[config.mk]
export PLATFORM = sky130hd
export DESIGN_NAME = ram_fifo_ctrl
export DESIGN_NICKNAME = d
export VERILOG_FILES = /design/src/rtl/ram_fifo_ctrl.sv
export SDC_FILE = /design/constraint.sdc
export NUM_CORES = 1
export LEC_CHECK = 0
export CAP_MARGIN = 30
export CORE_ASPECT_RATIO = 1.25
export CORE_MARGIN = 8
export CORE_UTILIZATION = 40
export DETAILED_ROUTE_END_ITERATION = 6
export GPL_ROUTABILITY_DRIVEN = 0
export MAX_ROUTING_LAYER = met4
export PLACE_DENSITY = 0.67
export SKIP_CTS_REPAIR_TIMING = 1
export SYNTH_ARGS = -nofsm -noshare
export SYNTH_HDL_FRONTEND = slang
export SYNTH_SLANG_ARGS = --single-unit
export TNS_END_PERCENT = 10
[constraint.sdc]
create_clock -name clk -period 2.6 [get_ports clk]
set_input_delay 0.52 -clock clk [delete_from_list [all_inputs] [get_ports clk]]
set_output_delay 0.52 -clock clk [all_outputs]
set_load 0.02 [all_outputs]
[src/rtl/ram_fifo_ctrl.sv]
// FIFO sequencer wrapping a single-port async RAM: valid/ready push/pop handshakes,
// one RAM access in flight, occupancy/error tracking and read/write arbitration.
module ram_fifo_ctrl #(
  parameter int DW    = 8,
  parameter int AW    = 10,
  parameter int DEPTH = 1024
) (
  input  logic          clk,
  input  logic          rst_n,
  input  logic          flush,
  input  logic          in_valid,
  input  logic [DW-1:0] in_data,
  output logic          in_ready,
  input  logic          out_req,
  output logic          out_ready,
  output logic          out_valid,
  output logic [DW-1:0] out_data,
  output logic          full,
  output logic          empty,
  output logic [AW:0]   count,
  output logic          ovf,
  output logic          udf,
  output logic [AW-1:0] ram_addr,
  output logic [DW-1:0] ram_data_in,
  output logic          ram_rd,
  output logic          ram_wr,
  output logic          ram_cs,
  input  logic [DW-1:0] ram_d_out
);

  localparam logic [1:0] IDLE   = 2'd0;
  localparam logic [1:0] WR     = 2'd1;
  localparam logic [1:0] RD     = 2'd2;
  localparam logic [1:0] RD_CAP = 2'd3;

  localparam logic PRIO_W = 1'b0;
  localparam logic PRIO_R = 1'b1;

  logic [1:0]    state;
  logic [AW-1:0] wr_ptr;
  logic [AW-1:0] rd_ptr;
  logic          prio;
  logic          idle;
  logic          cand_w;
  logic          cand_r;
  logic          grant_w;
  logic          grant_r;

  assign idle  = (state == IDLE);
  assign full  = (count == (AW+1)'(DEPTH));
  assign empty = (count == '0);

  always_comb begin
    cand_w    = idle & in_valid & ~full;
    cand_r    = idle & out_req & ~empty;
    grant_w   = cand_w & (~cand_r | (prio == PRIO_W));
    grant_r   = cand_r & (~cand_w | (prio == PRIO_R));
    in_ready  = idle & ~full & ~(cand_r & (prio == PRIO_R));
    out_ready = idle & ~empty & ~(cand_w & (prio == PRIO_W));
  end

  // Strobes decode straight from state so an async reset drops them immediately.
  always_comb begin
    ram_cs   = (state != IDLE);
    ram_wr   = (state == WR);
    ram_rd   = (state == RD) | (state == RD_CAP);
    ram_addr = '0;
    if (state == WR) ram_addr = wr_ptr;
    else if (ram_rd) ram_addr = rd_ptr;
  end

  always_ff @(posedge clk or negedge rst_n) begin
    if (!rst_n) begin
      state       <= IDLE;
      wr_ptr      <= '0;
      rd_ptr      <= '0;
      count       <= '0;
      prio        <= PRIO_W;
      ovf         <= 1'b0;
      udf         <= 1'b0;
      out_valid   <= 1'b0;
      out_data    <= '0;
      ram_data_in <= '0;
    end else if (flush) begin
      state     <= IDLE;
      wr_ptr    <= '0;
      rd_ptr    <= '0;
      count     <= '0;
      prio      <= PRIO_W;
      ovf       <= 1'b0;
      udf       <= 1'b0;
      out_valid <= 1'b0;
    end else begin
      out_valid <= 1'b0;
      if (idle && in_valid && full) ovf <= 1'b1;
      if (idle && out_req && empty) udf <= 1'b1;
      case (state)
        IDLE: begin
          if (cand_w && cand_r) prio <= ~prio;
          if (grant_w) begin
            ram_data_in <= in_data;
            state       <= WR;
          end else if (grant_r) begin
            state <= RD;
          end
        end
        WR: begin
          wr_ptr <= wr_ptr + 1'b1;
          count  <= count + 1'b1;
          state  <= IDLE;
        end
        RD: state <= RD_CAP;
        RD_CAP: begin
          out_data  <= ram_d_out;
          out_valid <= 1'b1;
          rd_ptr    <= rd_ptr + 1'b1;
          count     <= count - 1'b1;
          state     <= IDLE;
        end
        default: state <= IDLE;
      endcase
    end
  end

endmodule

==> results.toml, run 1 <==
[cells_and_area]
seq_area_sq_mm = 0.001326
utilization_pct = 55.76
diodes = 0
syn2layout_area_growth_pct = 37.28
drive_gt1_share_pct = 18.28
nets = 386
multi_input_area_sq_mm = 0.001410
fin_cells = 451
fillers = 671

[synthesis]
synth_top_area_share_pct = 47.38
ys.flop_type = "dfrtp_1"
synth.largest_area_cell = "dfrtp_1"
synth_mux_area_share_pct = 8.583
synth.most_common_cell = "dfrtp_1"
synth_adder_area_share_pct = 2.235
ys_ff_latch = 53
yosysWarnings = 0
syn_inst = 275
synth_edf_count = 0
synth_xor_area_share_pct = 7.823
synth_compound_area_share_pct = 10.33
synth_seq_area_share_pct = 47.38
synthArstFlopShare_pct = 100.0
synth_cell_types = 49
synth-simple-area-share_pct = 20.38
synth_top_family_by_area = "simple AND/OR/NAND/NOR gates"
synth_area_sq_mm = 0.002799
synth_area_per_cell_sq_um = 10.18
synth.area.top_cells = "dfrtp_1 (47%), xor2_1 (5.6%), nor2_1 (4.8%)"
syn-num-nets = 301
ys_top_cells_by_count = "dfrtp_1 (53), nor2_1 (36), nand2_1 (22)"

[timing]
max-slew-margin-rel_pct = 53.45
clock_skew_ns = 0.006759
max_freq_mhz = 379.0
rsz0062_at_grt = "true"
max_slew.worst_pin.slew_ns = 0.6956
finalCritPeriodShare_pct = 101.5
period_needed_ns = 2.639
slew_violations = 0
hold_violations = 0
setup_viol = 2
layout_setup_ws_ns = -0.03861

[clock_network]
cts_max_path_buffers = 2
tritoncts = "done"
cts.sinks = 53
clk_pin_slew_ns = 0.09
numCtsBuffers = 5
cts_max_level = 2
clock_latency_ns = 0.30
root_buffer = "clkbuf_8"

[hold_path]
hold_class = "input port to async pin"

[setup_path]
crit_chain = "or4_4, or3_4, a311oi_1, buf_2"
cp.required_ns = 2.08
crit_path_end_kind = "primary output"
rr_worst_depth = 7
critPathArrivalTime_ns = 2.12
worstSetupStartpointType = "flop"
r2r_start = "count[2]"
rr_endpoint = "ram_data_in[6]"
critPathSlowestCell = "or4_4"
critPathMaxFanout = 4
path_class = "flop to primary output"
cpPeakStageDelay_ns = 0.54
rrSetupSlack_ns = 0

[routing]
dr.max_layer_used = "met4"
drt.antenna.violating_nets = 0
routed_wl_um = 6845
met2_length_um = 3542
routed_via_density = 5.211
dr.first_iter.drc_count = 111
wl_per_cell_um = 15.18
vias = 2350
firstDrtPassIters = 4
wl_met1_um = 2930
drc_errors = 0
routed-wl-met3_um = 266

[placed_design]
place.detailed.hpwl_um = 5072
portBuffers = 67
dp_cells = 443

[global_route]
grt_pass1_wl_um = 11450
grt_max_degree = 47
grt-ovfl-total = 0
grt_pass1_vias = 2352
grt_usage_pct = 14.41
antenna_found_initial = 0

[floorplan]
core_sq_mm = 0.006892
die_h_um = 109.5
num_rows = 34
die_area_sq_mm = 0.009947
die_w_um = 90.82
start_util_pct = 40.61
ios = 68

[power_and_ir_drop]
max-vdd-ir-drop_mv = 0.5396
leakage_nw = 1.711
powerDensity_mw_per_mm2 = 947.0

[run]
maxCapViolCount = 0

[run_status]
failed_checks = "negative setup slack"
status = "finished, violations left"
cells by family (layout without fill, tap and decap cells):
group	count (synthesis)	after routing
adder cells (fa/ha/maj)	5	5
AO/OA/AOI/OAI	41	41
multiplexers	19	19
AND/OR/NAND/NOR	111	111
XOR/XNOR	25	25
buffers and inverters	21	107
flip-flops	53	53
cells in the final DEF, fill, tap and decap left out, types with 4 or more instances in the layout:
cell type	synthesis	layout
xnor2_1	7	7
nor4_1	6	4
clkbuf_8	0	5
mux2_4	8	8
nor3_1	4	4
or3_1	6	6
a22o_1	10	10
o21ai_0	7	7
nand4_1	9	9
clkdlybuf4s50_1	0	61
buf_4	1	27
xor2_1	18	18
a21oi_1	9	8
nand3_1	5	5
ha_1	5	5
nand2b_1	4	4
nand2_1	22	22
mux2_2	8	8
nor2_1	36	36
dfrtp_1	53	53
sequential cells by signal, indices dropped and copies added, names as in the netlist:
name / count
count: 11
out_data: 8
out_valid: 1
ovf: 1
prio: 1
ram_data_in: 8
rd_ptr: 10
state: 2
udf: 1
wr_ptr: 10
power by group:
part	leakage, nW	internal (mW)	switching [mW]
clock network	0.0456	0.192	0.261
registers	0.706	1.01	0.122
logic	0.960	1.04	1.02
worst max-delay path: cells and delay by family, from the launching register on:
family / cells / cell delay, ns
AND/OR/NAND/NOR: 2 / 0.92
AO/OA/AOI/OAI: 1 / 0.30
flip-flops: 1 / 0.38
buffers and inverters: 1 / 0.22
layer usage:
layer  global-route usage (%)  up-vias
li1                         -     1154
met1                    16.72     1132
met2                    24.79       56
met3                    2.732        8
met4                    4.689        0
met5                        -        -
layout make-up:
type | count | area share (%)
Timing Repair Buffer | 96 | 23.31
Inverter | 3 | 0.2931
Clock buffer | 6 | 1.889
Multi-Input combinational cell | 201 | 36.70
Clock inverter | 2 | 0.3582
Sequential cell | 53 | 34.52
Tap cell | 90 | 2.931
stage by stage:
step	hold WS (ns)	TNS, ns	total power, mW	area (sq um)	worst slack [ns]
floorplan	0.2244	-0.7516	2.246	2805	-0.08473
global placement	0.3780	-0.4300	3.152	3734	-0.2587
detailed placement	0.3788	-0.4442	3.180	3734	-0.3220
CTS	0.04469	-1.709	3.655	3820	-0.5147
global route	0.04691	-0.4979	3.886	3842	-0.1012
finish	0.05582	-0.03985	3.639	3842	-0.03861
how the worst max path moves through the flow:
stage	from	to	slack, ns	depth (start not counted)
floorplan	count[2]	ram_data_in[0]	-0.08	7
global placement	in_valid	out_ready	-0.26	6
detailed placement	in_valid	out_ready	-0.32	6
CTS	count[2]	out_ready	-0.51	5
global route	count[2]	in_ready	-0.10	4
finish	count[2]	in_ready	-0.04	4
Power figures use the tool's default switching activity.
==> run 2, diff against run 1 <==
--- a/config.mk
+++ b/config.mk
@@ -7,7 +7,7 @@
 export LEC_CHECK = 0
 export CAP_MARGIN = 30
 export CORE_ASPECT_RATIO = 1.25
-export CORE_MARGIN = 8
+export CORE_MARGIN = 2
 export CORE_UTILIZATION = 40
 export DETAILED_ROUTE_END_ITERATION = 6
 export GPL_ROUTABILITY_DRIVEN = 0
==> results.toml, run 2 (same netlist as run 1, synthesis figures left out) <==
[global_route]
antenna_found_initial = 0
grt_pass1_vias = 2310
grt-ovfl-total = 0
grt_max_degree = 36
grt_usage_pct = 17.12
grt_pass1_wl_um = 10460

[clock_network]
root_buffer = "clkbuf_8"
clk_pin_slew_ns = 0.10
cts_max_path_buffers = 2
numCtsBuffers = 5
clock_latency_ns = 0.30
tritoncts = "done"
cts.sinks = 53
cts_max_level = 2

[cells_and_area]
layout_common_cells = "dfrtp_1 (53), clkdlybuf4s50_1 (52), nor2_1 (35)"
top_regs = "count x11, rd_ptr x10, wr_ptr x10"
syn2layout_area_growth_pct = 37.86
final_common_cell = "dfrtp_1"
regMostFlops = "count"
fin_cells = 451
largest_reg_flops = 11
diodes = 0
drive_gt1_share_pct = 18.84
final_area_sq_mm = 0.003859
nets = 386

[setup_path]
crit_top_cell = "or4_4"
critPathSlowestCell = "or4_4"
cpPeakStageDelay_ns = 0.54
critPathMaxFanout = 9
rrSetupSlack_ns = -0.02
worstSetupStartpointType = "flop"
rr_worst_depth = 7
crit_chain = "or4_4, or3_4, buf_4, and4_4, or4_4, buf_6, mux2_4"
crit_path_end_kind = "flop"
path_class = "flop to flop"
critPathArrivalTime_ns = 2.82
cp.required_ns = 2.80

[timing]
slew_violations = 0
finalCritPeriodShare_pct = 100.8
clock_skew_ns = 0.005749
setup_viol = 8
layout_setup_ws_ns = -0.02071
max-slew-margin-rel_pct = 52.24
max_slew.worst_pin.slew_ns = 0.7138
hold_violations = 0
rsz0062_at_grt = "true"
max_freq_mhz = 381.6
period_needed_ns = 2.621

[placed_design]
placed_cell_area_sq_mm = 0.003721
portBuffers = 67
place.detailed.hpwl_um = 4650
dp_cells = 443

[floorplan]
die_area_sq_mm = 0.007687
ios = 68
die_h_um = 97.53
start_util_pct = 40.61
core_sq_mm = 0.006892
die_w_um = 78.82
num_rows = 34

[routing]
vias = 2347
wl_per_cell_um = 14.27
routed_via_density = 5.204
met2_length_um = 3360
dr.first_iter.drc_count = 201
routed-wl-met3_um = 159
drc_errors = 0
dr.max_layer_used = "met4"
drt.antenna.violating_nets = 0
routed_wl_um = 6436
wl_met1_um = 2860
firstDrtPassIters = 4

[power_and_ir_drop]
powerDensity_mw_per_mm2 = 934.3
max-vdd-ir-drop_mv = 0.4950
leakage_nw = 1.875
power.total_mw = 3.605

[hold_path]
hold_class = "input port to async pin"

[run_status]
failed_checks = "negative setup slack"
status = "finished, violations left"

[run]
maxCapViolCount = 0
-- run 2: worst paths after layout --
| path | endpoint | from |
|---|---|---|
| hold / removal | out_data[7] | rst_n |
| max in group asynchronous | wr_ptr[5] | rst_n |
| setup reg to reg | ram_data_in[2] | count[2] |
| min in group clk | ovf | ovf |
| setup / recovery | ram_data_in[2] | count[2] |
| hold reg to reg | ovf | ovf |
-- run 2: layer usage --
layer	up-vias	GRT usage, %
met5	-	-
met4	0	5.438
met3	4	2.416
met2	41	29.59
met1	1154	20.53
li1	1148	-
-- run 2: where the power goes --
part	switching, mW	total, mW	internal [mW]
combinational	0.981	1.99	1.01
clock	0.280	0.472	0.192
sequential	0.131	1.14	1.01
-- run 2: final cells by class --
class | instances | area [sq um]
inverter | 3 | 11.26
multi-input combinational | 201 | 1415
timing repair buffer | 96 | 903.4
clock inverter | 3 | 21.27
tap | 90 | 112.6
sequential | 53 | 1326
fill | 632 | 3033
clock buffer | 5 | 68.82
-- run 2: worst max-delay path: cells and delay by family (launching register included) --
kind	cells	cell delay (ns)
and+or+nand+nor	4	1.52
DFF	1	0.38
buffers and inverters	2	0.32
muxes	1	0.30
-- run 2: stage by stage --
stage	hold slack (ns)	utilization, %	setup WS (ns)	setup TNS (ns)
after floorplan	0.2244	-	-0.08473	-0.7516
after global placement	0.4344	53.99	-0.2551	-0.4035
after detailed placement	0.4396	53.99	-0.2919	-0.5191
after CTS	0.09806	55.30	-0.4319	-2.168
after global routing	0.09284	55.99	-0.1111	-0.6791
final	0.09435	55.99	-0.02071	-0.1033
